===== src/rtl/syn_gpu_job_sched.sv =====
// Purpose: in-order 4-entry job queue feeding the euclid (draw) and picasso (fill) engines, with outstanding-job tracking.
// Latency: a job accepted in cycle N into an empty queue with idle engines raises its start pulse in cycle N+2.
// Backpressure: job_ready drops while 4 jobs are queued; the queue head waits for its engine and ordering hazards to clear.
module syn_gpu_job_sched #(
    parameter int DRAW_W       = 64,
    parameter int FILL_W       = 48,
    parameter int JOB_W        = 64,
    parameter int STRICT_ORDER = 1
) (
    input  logic              clk_ir,
    input  logic              rst_il,
    input  logic              job_valid,
    input  logic              job_type,
    input  logic [JOB_W-1:0]  job_data,
    output logic              job_ready,
    output logic              euclid_job_start,
    output logic [DRAW_W-1:0] euclid_job_data,
    input  logic              euclid_busy,
    input  logic              euclid_job_done,
    output logic              picasso_job_start,
    output logic [FILL_W-1:0] picasso_job_data,
    input  logic              picasso_busy,
    input  logic              picasso_job_done,
    output logic [2:0]        pending_cnt,
    output logic [7:0]        done_cnt,
    output logic              sched_idle,
    output logic              err_spurious_done
);

    typedef enum logic [1:0] {
        ST_IDLE  = 2'd0,
        ST_WAIT  = 2'd1,
        ST_ISSUE = 2'd2
    } state_t;

    state_t           state, state_nxt;
    logic [JOB_W-1:0] q_data [4];
    logic             q_type [4];
    logic [1:0]       wr_ptr, rd_ptr;
    logic [2:0]       cnt, cnt_nxt;
    logic             push, pop;
    logic             head_vld, head_type;
    logic [JOB_W-1:0] head_data;
    logic             eu_out, pi_out;
    logic             iss_type;
    logic             draw_ok, fill_ok, issue_ok, enter_issue;
    logic             eu_done_ok, pi_done_ok;

    // Ready comes only from the registered count, so a full queue never accepts a push.
    assign job_ready   = (cnt < 3'd4);
    assign push        = job_valid & job_ready;
    assign pop         = (state == ST_ISSUE);
    assign pending_cnt = cnt;
    assign head_vld    = (cnt != 3'd0);
    assign head_type   = q_type[rd_ptr];
    assign head_data   = q_data[rd_ptr];

    // A draw may overlap an outstanding fill only in relaxed mode. A fill never overlaps
    // an outstanding draw: the fill reads framebuffer contents the draw is still writing.
    assign draw_ok  = !eu_out && !euclid_busy && ((STRICT_ORDER == 0) || !pi_out);
    assign fill_ok  = !pi_out && !picasso_busy && !eu_out;
    assign issue_ok = head_vld && (head_type ? fill_ok : draw_ok);

    // Done pulses only count when the engine really has a job outstanding.
    assign eu_done_ok = euclid_job_done && eu_out;
    assign pi_done_ok = picasso_job_done && pi_out;

    assign sched_idle = (cnt == 3'd0) && !eu_out && !pi_out && (state == ST_IDLE);

    // Queue occupancy after this cycle's push and pop.
    always_comb begin
        cnt_nxt = cnt;
        case ({push, pop})
            2'b10:   cnt_nxt = cnt + 3'd1;
            2'b01:   cnt_nxt = cnt - 3'd1;
            default: cnt_nxt = cnt;
        endcase
    end

    // Queue storage; contents need no reset because the count qualifies them.
    always_ff @(posedge clk_ir) begin
        if (push) begin
            q_data[wr_ptr] <= job_data;
            q_type[wr_ptr] <= job_type;
        end
    end

    // Queue pointers and occupancy.
    always_ff @(posedge clk_ir) begin
        if (rst_il) begin
            wr_ptr <= 2'd0;
            rd_ptr <= 2'd0;
            cnt    <= 3'd0;
        end else begin
            if (push) wr_ptr <= wr_ptr + 2'd1;
            if (pop)  rd_ptr <= rd_ptr + 2'd1;
            cnt <= cnt_nxt;
        end
    end

    // Next-state and start pulses: ISSUE always lasts exactly one cycle.
    always_comb begin
        state_nxt         = state;
        enter_issue       = 1'b0;
        euclid_job_start  = 1'b0;
        picasso_job_start = 1'b0;
        case (state)
            ST_IDLE, ST_WAIT: begin
                if (!head_vld) begin
                    state_nxt = ST_IDLE;
                end else if (issue_ok) begin
                    state_nxt   = ST_ISSUE;
                    enter_issue = 1'b1;
                end else begin
                    state_nxt = ST_WAIT;
                end
            end
            ST_ISSUE: begin
                euclid_job_start  = !iss_type;
                picasso_job_start = iss_type;
                state_nxt         = (cnt_nxt != 3'd0) ? ST_WAIT : ST_IDLE;
            end
            default: state_nxt = ST_IDLE;
        endcase
    end

    // State register plus engine descriptors, which are reloaded only when a job is issued.
    always_ff @(posedge clk_ir) begin
        if (rst_il) begin
            state            <= ST_IDLE;
            iss_type         <= 1'b0;
            euclid_job_data  <= '0;
            picasso_job_data <= '0;
        end else begin
            state <= state_nxt;
            if (enter_issue) begin
                iss_type <= head_type;
                if (!head_type) euclid_job_data  <= head_data[DRAW_W-1:0];
                else            picasso_job_data <= head_data[FILL_W-1:0];
            end
        end
    end

    // Outstanding flags: a start wins over a done arriving in the same cycle.
    always_ff @(posedge clk_ir) begin
        if (rst_il) begin
            eu_out <= 1'b0;
            pi_out <= 1'b0;
        end else begin
            if (euclid_job_start)     eu_out <= 1'b1;
            else if (euclid_job_done) eu_out <= 1'b0;
            if (picasso_job_start)     pi_out <= 1'b1;
            else if (picasso_job_done) pi_out <= 1'b0;
        end
    end

    // Completion counter (wraps naturally) and sticky spurious-done flag.
    always_ff @(posedge clk_ir) begin
        if (rst_il) begin
            done_cnt          <= 8'd0;
            err_spurious_done <= 1'b0;
        end else begin
            done_cnt <= done_cnt + 8'(eu_done_ok) + 8'(pi_done_ok);
            if ((euclid_job_done && !eu_out) || (picasso_job_done && !pi_out))
                err_spurious_done <= 1'b1;
        end
    end

endmodule


===== config.mk =====
export PLATFORM = sky130hd
export DESIGN_NAME = syn_gpu_job_sched
export DESIGN_NICKNAME = d
export VERILOG_FILES = /design/src/rtl/syn_gpu_job_sched.sv
export SDC_FILE = /design/constraint.sdc
export NUM_CORES = 1
export LEC_CHECK = 0
export CORE_MARGIN = 2
export CORE_UTILIZATION = 45
export CTS_CLUSTER_SIZE = 12
export DETAILED_ROUTE_END_ITERATION = 8
export GPL_ROUTABILITY_DRIVEN = 0
export PLACE_DENSITY_LB_ADDON = 0.3
export SLEW_MARGIN = 25
export SYNTH_ARGS = -nofsm -noshare
export SYNTH_HDL_FRONTEND = slang
export SYNTH_SLANG_ARGS = --single-unit

===== constraint.sdc =====
create_clock -name clk_ir -period 4.2 [get_ports clk_ir]
set_clock_uncertainty 0.05 [all_clocks]
set_input_delay 1.26 -clock clk_ir [delete_from_list [all_inputs] [get_ports clk_ir]]
set_output_delay 1.26 -clock clk_ir [all_outputs]
set_load 0.01 [all_outputs]

==> results of run 1 <==
placed cells by master (no fill, tap or decap), drive strengths merged:
| cell | n |
|---|---|
| nor3 | 1 |
| xnor3 | 1 |
| nor2b | 3 |
| a21oi | 5 |
| or3 | 5 |
| or4b | 2 |
| clkbuf | 72 |
| nor2 | 16 |
| ha | 6 |
| o211ai | 2 |
| nor4b | 1 |
| a2bb2oi | 2 |
| a211oi | 1 |
| a221oi | 1 |
| nand2b | 176 |
| dfxtp | 135 |
| nand2 | 4 |
| mux4 | 65 |
| clkinv | 3 |
| o31ai | 1 |
| o21ai | 3 |
| inv | 14 |
| fa | 2 |
| buf | 14 |
| clkdlybuf4s50 | 198 |
| nor3b | 2 |
| mux2i | 114 |
| xor2 | 5 |
| nand3 | 2 |
| edfxtp | 260 |
| and2 | 6 |
| diode | 3 |
| xnor2 | 3 |
| nor4 | 1 |
| nand3b | 3 |
| or4 | 3 |
per-stage QoR:
stage,hold slack [ns],cell area [um2]
final,0.423,18900
after global routing,0.439,18900
after CTS,0.426,18900
after detailed placement,0.416,17600
after global placement,0.411,17600
after floorplan,0.419,15100
worst reg2reg max path: stages, from the launching register on:
cell,delay [ns]
dfxtp_4,0.65
mux4_2,0.63
or4_4,0.71
buf_12,0.31
mux2i_1,0.19
logic make-up after synthesis:
| logic type | count (synthesis) |
|---|---|
| adders and majority gates | 8 |
| AOI/OAI and AO/OA | 15 |
| and+or+nand+nor | 225 |
| DFF | 395 |
| buffers and inverters | 64 |
| xor gates and xnor gates | 9 |
| muxes | 179 |
per-layer routing:
metal,up-vias,share of wire
li1,3728,-
met1,3986,0.43
met2,172,0.49
met3,59,0.051
met4,2,0.026
met5,-,0.00054
registers in the layout, summed over array words and instances (netlist names), 2 cells and up, named ones only:
name and count:
done_cnt 8, euclid_job_data 64, pending_cnt 3, picasso_job_data 48, q_data 256, q_type 4
rd_ptr 2, state 2, wr_ptr 2
power by group through the flow:
| stage | sequential, mW | combinational, mW | clock (mW) |
|---|---|---|---|
| after floorplan | 4.83 | 0.977 | 0 |
| after global placement | 4.79 | 1.69 | 0 |
| after detailed placement | 4.80 | 1.71 | 0 |
| after CTS | 4.72 | 1.72 | 3.57 |
| after global routing | 4.76 | 1.81 | 3.71 |
| final | 4.72 | 1.68 | 3.48 |
cell type report:
class / count / area, um2
antenna: 3 / 7.51
clock buffer: 72 / 1260
clock inverter: 4 / 46.3
fill: 2631 / 14400
inverter: 13 / 48.8
multi-input combinational: 436 / 4310
sequential: 395 / 10500
tap: 448 / 561
timing repair buffer: 212 / 2160
worst max path at each step:
stage / startpoint / to / slack (ns) / depth (start not counted)
2_1_floorplan: job_valid / q_data[1][0] / 0.56 / 3
3_3_place_gp: job_valid / state[0] / 0.78 / 8
3_5_place_dp: job_valid / pending_cnt[2] / 0.77 / 10
4_1_cts: pending_cnt[0] / sched_idle / 0.54 / 3
5_1_grt: pending_cnt[0] / sched_idle / 0.41 / 3
6_report: pending_cnt[0] / sched_idle / 0.56 / 3
==> metrics.cfg, run 1 <==
[status]
outcome = finished, final reports clean

[placed_design]
io_buffer_count = 199
place_ws_ns = 0.769
dp.cells = 1504
hpwl_mm = 17.5

[global_routing]
use_met1 = 0.216
antenna_found_initial = 4
grt_max_degree = 201
overflow = 0
met2_usage = 0.285
grt_pass1_wl_mm = 46.4
grt_pass1_vias = 8281
grt_busiest_layer = met2
track_usage = 0.169
grtUsageMet3 = 0.0383

[yosys]
synth_top_area_cell = edfxtp_1
synth.top_cell.area_share = 0.517
synth-adder-area-share = 0.00762
ys_warn_count = 0
avgSynthCellArea_um2 = 16.9
synth.most_common_cell = edfxtp_1
synth_edf_count = 260
synth_seq_cells = 395
ys.flop_type = edfxtp_1
synth_top_family_by_area = multiplexers
netlist_area_um2 = 15100
synth_commonest_cells = edfxtp_1, nand2b_1, dfxtp_1
synth_nets = 975
synthMuxAreaShare = 0.172
ys_seq_area_frac = 0.696
ys_async_sr_fraction = 0
synth_compound_area_frac = 0.00638
synth.distinct_cells = 37
synth_area_leaders = edfxtp_1, dfxtp_1, mux4_2
synthXorXnorAreaFrac = 0.00613
syn-instance-count = 895
synthSimpleGateAreaFrac = 0.0912

[worst_hold_path]
hold_path_end = picasso_job_data[36]
hold_depth = 2
hp-class = reg -> reg
hold_start = picasso_job_data[36]

[power]
power_mw = 9.87
p_seq_frac = 0.478
switching_share = 0.242
p_sw_mw = 2.39
powerDensity_nw_per_um2 = 522
internal_power_mw = 7.49
cellLeakagePower_nw = 6.83
power_frac_comb = 0.170
clkPwrFrac = 0.352
ir_drop_v = 0.000310

[timing]
worst_slew_pin_slew_ns = 1.04
rsz0062_at_grt = no
final-hold-violation-count = 0
slew_headroom = 0.304
min_period_ns = 3.64
slew_viol_final = 0
finalSetupViolations = 0
fin_setup_tns_ns = 0
finalCritPeriodShare = 0.868
max_freq_mhz = 274
finalWorstSetupSlack_ns = 0.556

[clock_network]
clk_pin_slew_ns = 0.06
clock_latency_ns = 0.53
tritoncts = built
numCtsBuffers = 41
post_cts_resized = 0
post_cts_buffers = 0
clockRootBuffer = clkbuf_16
clock-sinks = 395
cts.path.max_buffers = 3
htreeDepth = 2
holdBufCountCts = 0

[critical_path]
crit_path_start_kind = flip-flop
reg2reg_to = euclid_job_data[45]
r2r_cells = 4
slowest_delay_ns = 0.59
endpoint_kind = primary output
critPathBufInv = 1
crit_required_ns = 2.89
cp_slowest_cell = clkdlybuf4s50_1
cp_top_family = simple AND/OR/NAND/NOR gates
worstPathArrival_ns = 2.33
crit_chain = nor3_1, nor3b_1, clkdlybuf4s50_1
path_max_fanout = 7
reg2reg_slack_ns = 1.54
crit_type = reg -> out

[die]
rows = 67
core_um2 = 33300
die_w_um = 187
dieArea_um2 = 35100
io_pins = 200
start_util = 0.454
die_h_um = 187

[layout]
fin_cells = 1583
final_core_utilization = 0.568
layout-drive-gt1-share = 0.127
layout.nets = 1179
area_growth_pct = 25.2

[job]
drv_cap = 0

[route]
routedWlPerCell_um = 18.7
wirelength_mm = 29.6
avgViaCountPerCell = 5.02
num_vias = 7947
drcViolationCount = 0
drt_pass1_iterations = 4
ant_nets = 0
drt_iter0_markers = 462

(Power assumes the default switching activity.)
==> inputs of run 2 (changes only) <==
--- a/config.mk
+++ b/config.mk
@@ -7,6 +7,7 @@
 export LEC_CHECK = 0
 export CORE_MARGIN = 2
 export CORE_UTILIZATION = 45
+export CTS_BUF_LIST = sky130_fd_sc_hd__clkbuf_4 sky130_fd_sc_hd__clkbuf_8
 export CTS_CLUSTER_SIZE = 12
 export DETAILED_ROUTE_END_ITERATION = 8
 export GPL_ROUTABILITY_DRIVEN = 0
==> metrics.cfg, run 2 (synthesis results as in run 1) <==
[clock_network]
clock-sinks = 395  ; unchanged
clockRootBuffer = clkbuf_8  ; was clkbuf_16
post_cts_buffers = 0  ; unchanged
clk_pin_slew_ns = 0.06  ; about the same
htreeDepth = 3  ; was 2
tritoncts = built  ; unchanged
clock_latency_ns = 0.58  ; was 0.53 ns
cts.path.max_buffers = 3  ; unchanged
numCtsBuffers = 66  ; was 41
holdBufCountCts = 0  ; unchanged
post_cts_resized = 0  ; unchanged

[global_routing]
grt_max_degree = 201  ; unchanged
grt_pass1_wl_mm = 47.3  ; was 46.4 mm
track_usage = 0.173  ; was 0.169
overflow = 0  ; unchanged
antenna_found_initial = 2  ; was 4
grt_pass1_vias = 8537  ; was 8281

[route]
ant_nets = 0  ; unchanged
drt_iter0_markers = 490  ; was 462
routedWlPerCell_um = 18.5  ; was 18.7 um
avgViaCountPerCell = 4.99  ; was 5.02
drt_pass1_iterations = 4  ; unchanged
num_vias = 8111  ; was 7947
drcViolationCount = 0  ; unchanged
wirelength_mm = 30.0  ; was 29.6 mm

[critical_path]
critPathBufInv = 1  ; unchanged
crit_required_ns = 2.89  ; about the same
crit_chain = nor3_1, nor3b_1, clkdlybuf4s50_1  ; unchanged
cp_slowest_cell = clkdlybuf4s50_1  ; unchanged
path_max_fanout = 7  ; unchanged
endpoint_kind = primary output  ; unchanged
slowest_delay_ns = 0.59  ; about the same
worstPathArrival_ns = 2.38  ; was 2.33 ns
crit_path_start_kind = flip-flop  ; unchanged
crit_type = reg -> out  ; unchanged
cp_top_family = simple AND/OR/NAND/NOR gates  ; unchanged

[layout]
layout-drive-gt1-share = 0.167  ; was 0.127
area_growth_pct = 25.1  ; was 25.2%
largest_reg_flops = 256  ; unchanged
layout.nets = 1204  ; was 1179
fin_area_um2 = 18900  ; about the same
layout_commonest_cell = edfxtp_1  ; unchanged
top_regs = q_data (256), euclid_job_data (64), picasso_job_data (48)  ; unchanged
top_register = q_data  ; unchanged
layout_common_cells = edfxtp_1, clkdlybuf4s50_1, nand2b_1, dfxtp_1, mux2i_1  ; unchanged

[die]
io_pins = 200  ; unchanged
dieArea_um2 = 35100  ; unchanged
start_util = 0.454  ; unchanged
core_um2 = 33300  ; unchanged
die_w_um = 187  ; unchanged
die_h_um = 187  ; unchanged
rows = 67  ; unchanged

[timing]
final-hold-violation-count = 0  ; unchanged
slew_headroom = 0.302  ; was 0.304
worst_slew_pin_slew_ns = 1.05  ; was 1.04 ns
fin_setup_tns_ns = 0  ; unchanged
min_period_ns = 3.69  ; was 3.64 ns
finalSetupViolations = 0  ; unchanged
rsz0062_at_grt = no  ; unchanged
finalCritPeriodShare = 0.878  ; was 0.868
slew_viol_final = 0  ; unchanged
max_freq_mhz = 271  ; was 274 MHz

[placed_design]
hpwl_mm = 17.5  ; unchanged
placed_cell_area_um2 = 17600  ; unchanged
io_buffer_count = 199  ; unchanged

[worst_hold_path]
hp-class = reg -> reg  ; unchanged

[power]
cellLeakagePower_nw = 6.89  ; was 6.83 nW
power_mw = 9.71  ; was 9.87 mW
ir_drop_v = 0.000293  ; was 0.000310 V
powerDensity_nw_per_um2 = 514  ; was 522 nW/um2

[status]
outcome = finished, final reports clean  ; unchanged

[job]
drv_cap = 0  ; unchanged

-- run 2: cell count changes in the layout (fill, tap and decap cells not counted), moves of 2 or more --
cell        before  now
diode_2          3    1
clkbuf_4         0   27
clkinv_1         0   13
clkinv_2         2    4
clkbuf_1        21    0
clkbuf_8         8   72
clkinvlp_4       0    2
inv_6            0    3
clkbuf_16       43    0
-- run 2: final timing paths --
kind | depth (start not counted) | from | slack (ns) | endpoint
setup / recovery | 3 | pending_cnt[0] | 0.51 | sched_idle
hold / removal | 2 | picasso_job_data[36] | 0.42 | picasso_job_data[36]
setup reg to reg | 4 | flip-flop | 1.53 | euclid_job_data[45]
hold reg to reg | 2 | picasso_job_data[36] | 0.42 | picasso_job_data[36]
-- run 2: area by class of cell --
class	instances	area, um2
Clock buffer	99	1190
Clock inverter	22	110
Inverter	13	48.8
Multi-Input combinational cell	436	4310
Antenna cell	1	2.50
Tap cell	448	561
Fill cell	2647	14400
Timing Repair Buffer	212	2160
Sequential cell	395	10500
-- run 2: per-stage QoR --
| stage | setup WS, ns | util | cells | hold slack [ns] |
|---|---|---|---|---|
| 2_1_floorplan | 0.555 | - | 895 | 0.419 |
| 3_3_place_gp | 0.781 | 0.529 | 1504 | 0.411 |
| 3_5_place_dp | 0.769 | 0.529 | 1504 | 0.416 |
| 4_1_cts | 0.471 | 0.568 | 1625 | 0.426 |
| 5_1_grt | 0.339 | 0.568 | 1626 | 0.440 |
| 6_report | 0.511 | 0.568 | 1626 | 0.422 |
-- run 2: report_power, final --
part | internal, mW | switching [mW] | total (mW)
sequential | 4.54 | 0.176 | 4.72
clock | 1.83 | 1.48 | 3.31
combinational | 0.899 | 0.784 | 1.68
total | 7.27 | 2.44 | 9.71
-- run 2: layer usage --
metal | up-vias | wire length (um) | global-route usage
met5 | - | 16 | 0
li1 | 3789 | - | -
met1 | 4076 | 12900 | 0.217
met2 | 194 | 14800 | 0.288
met4 | 2 | 556 | 0.0635
met3 | 50 | 1790 | 0.0486
-- run 2: tightest hold or removal path: cells and delay by family (launching register included) --
| family | cells | cell delay, ns |
|---|---|---|
| flip-flops | 1 | 0.30 |
| AND/OR/NAND/NOR | 1 | 0.06 |
| multiplexers | 1 | 0.06 |
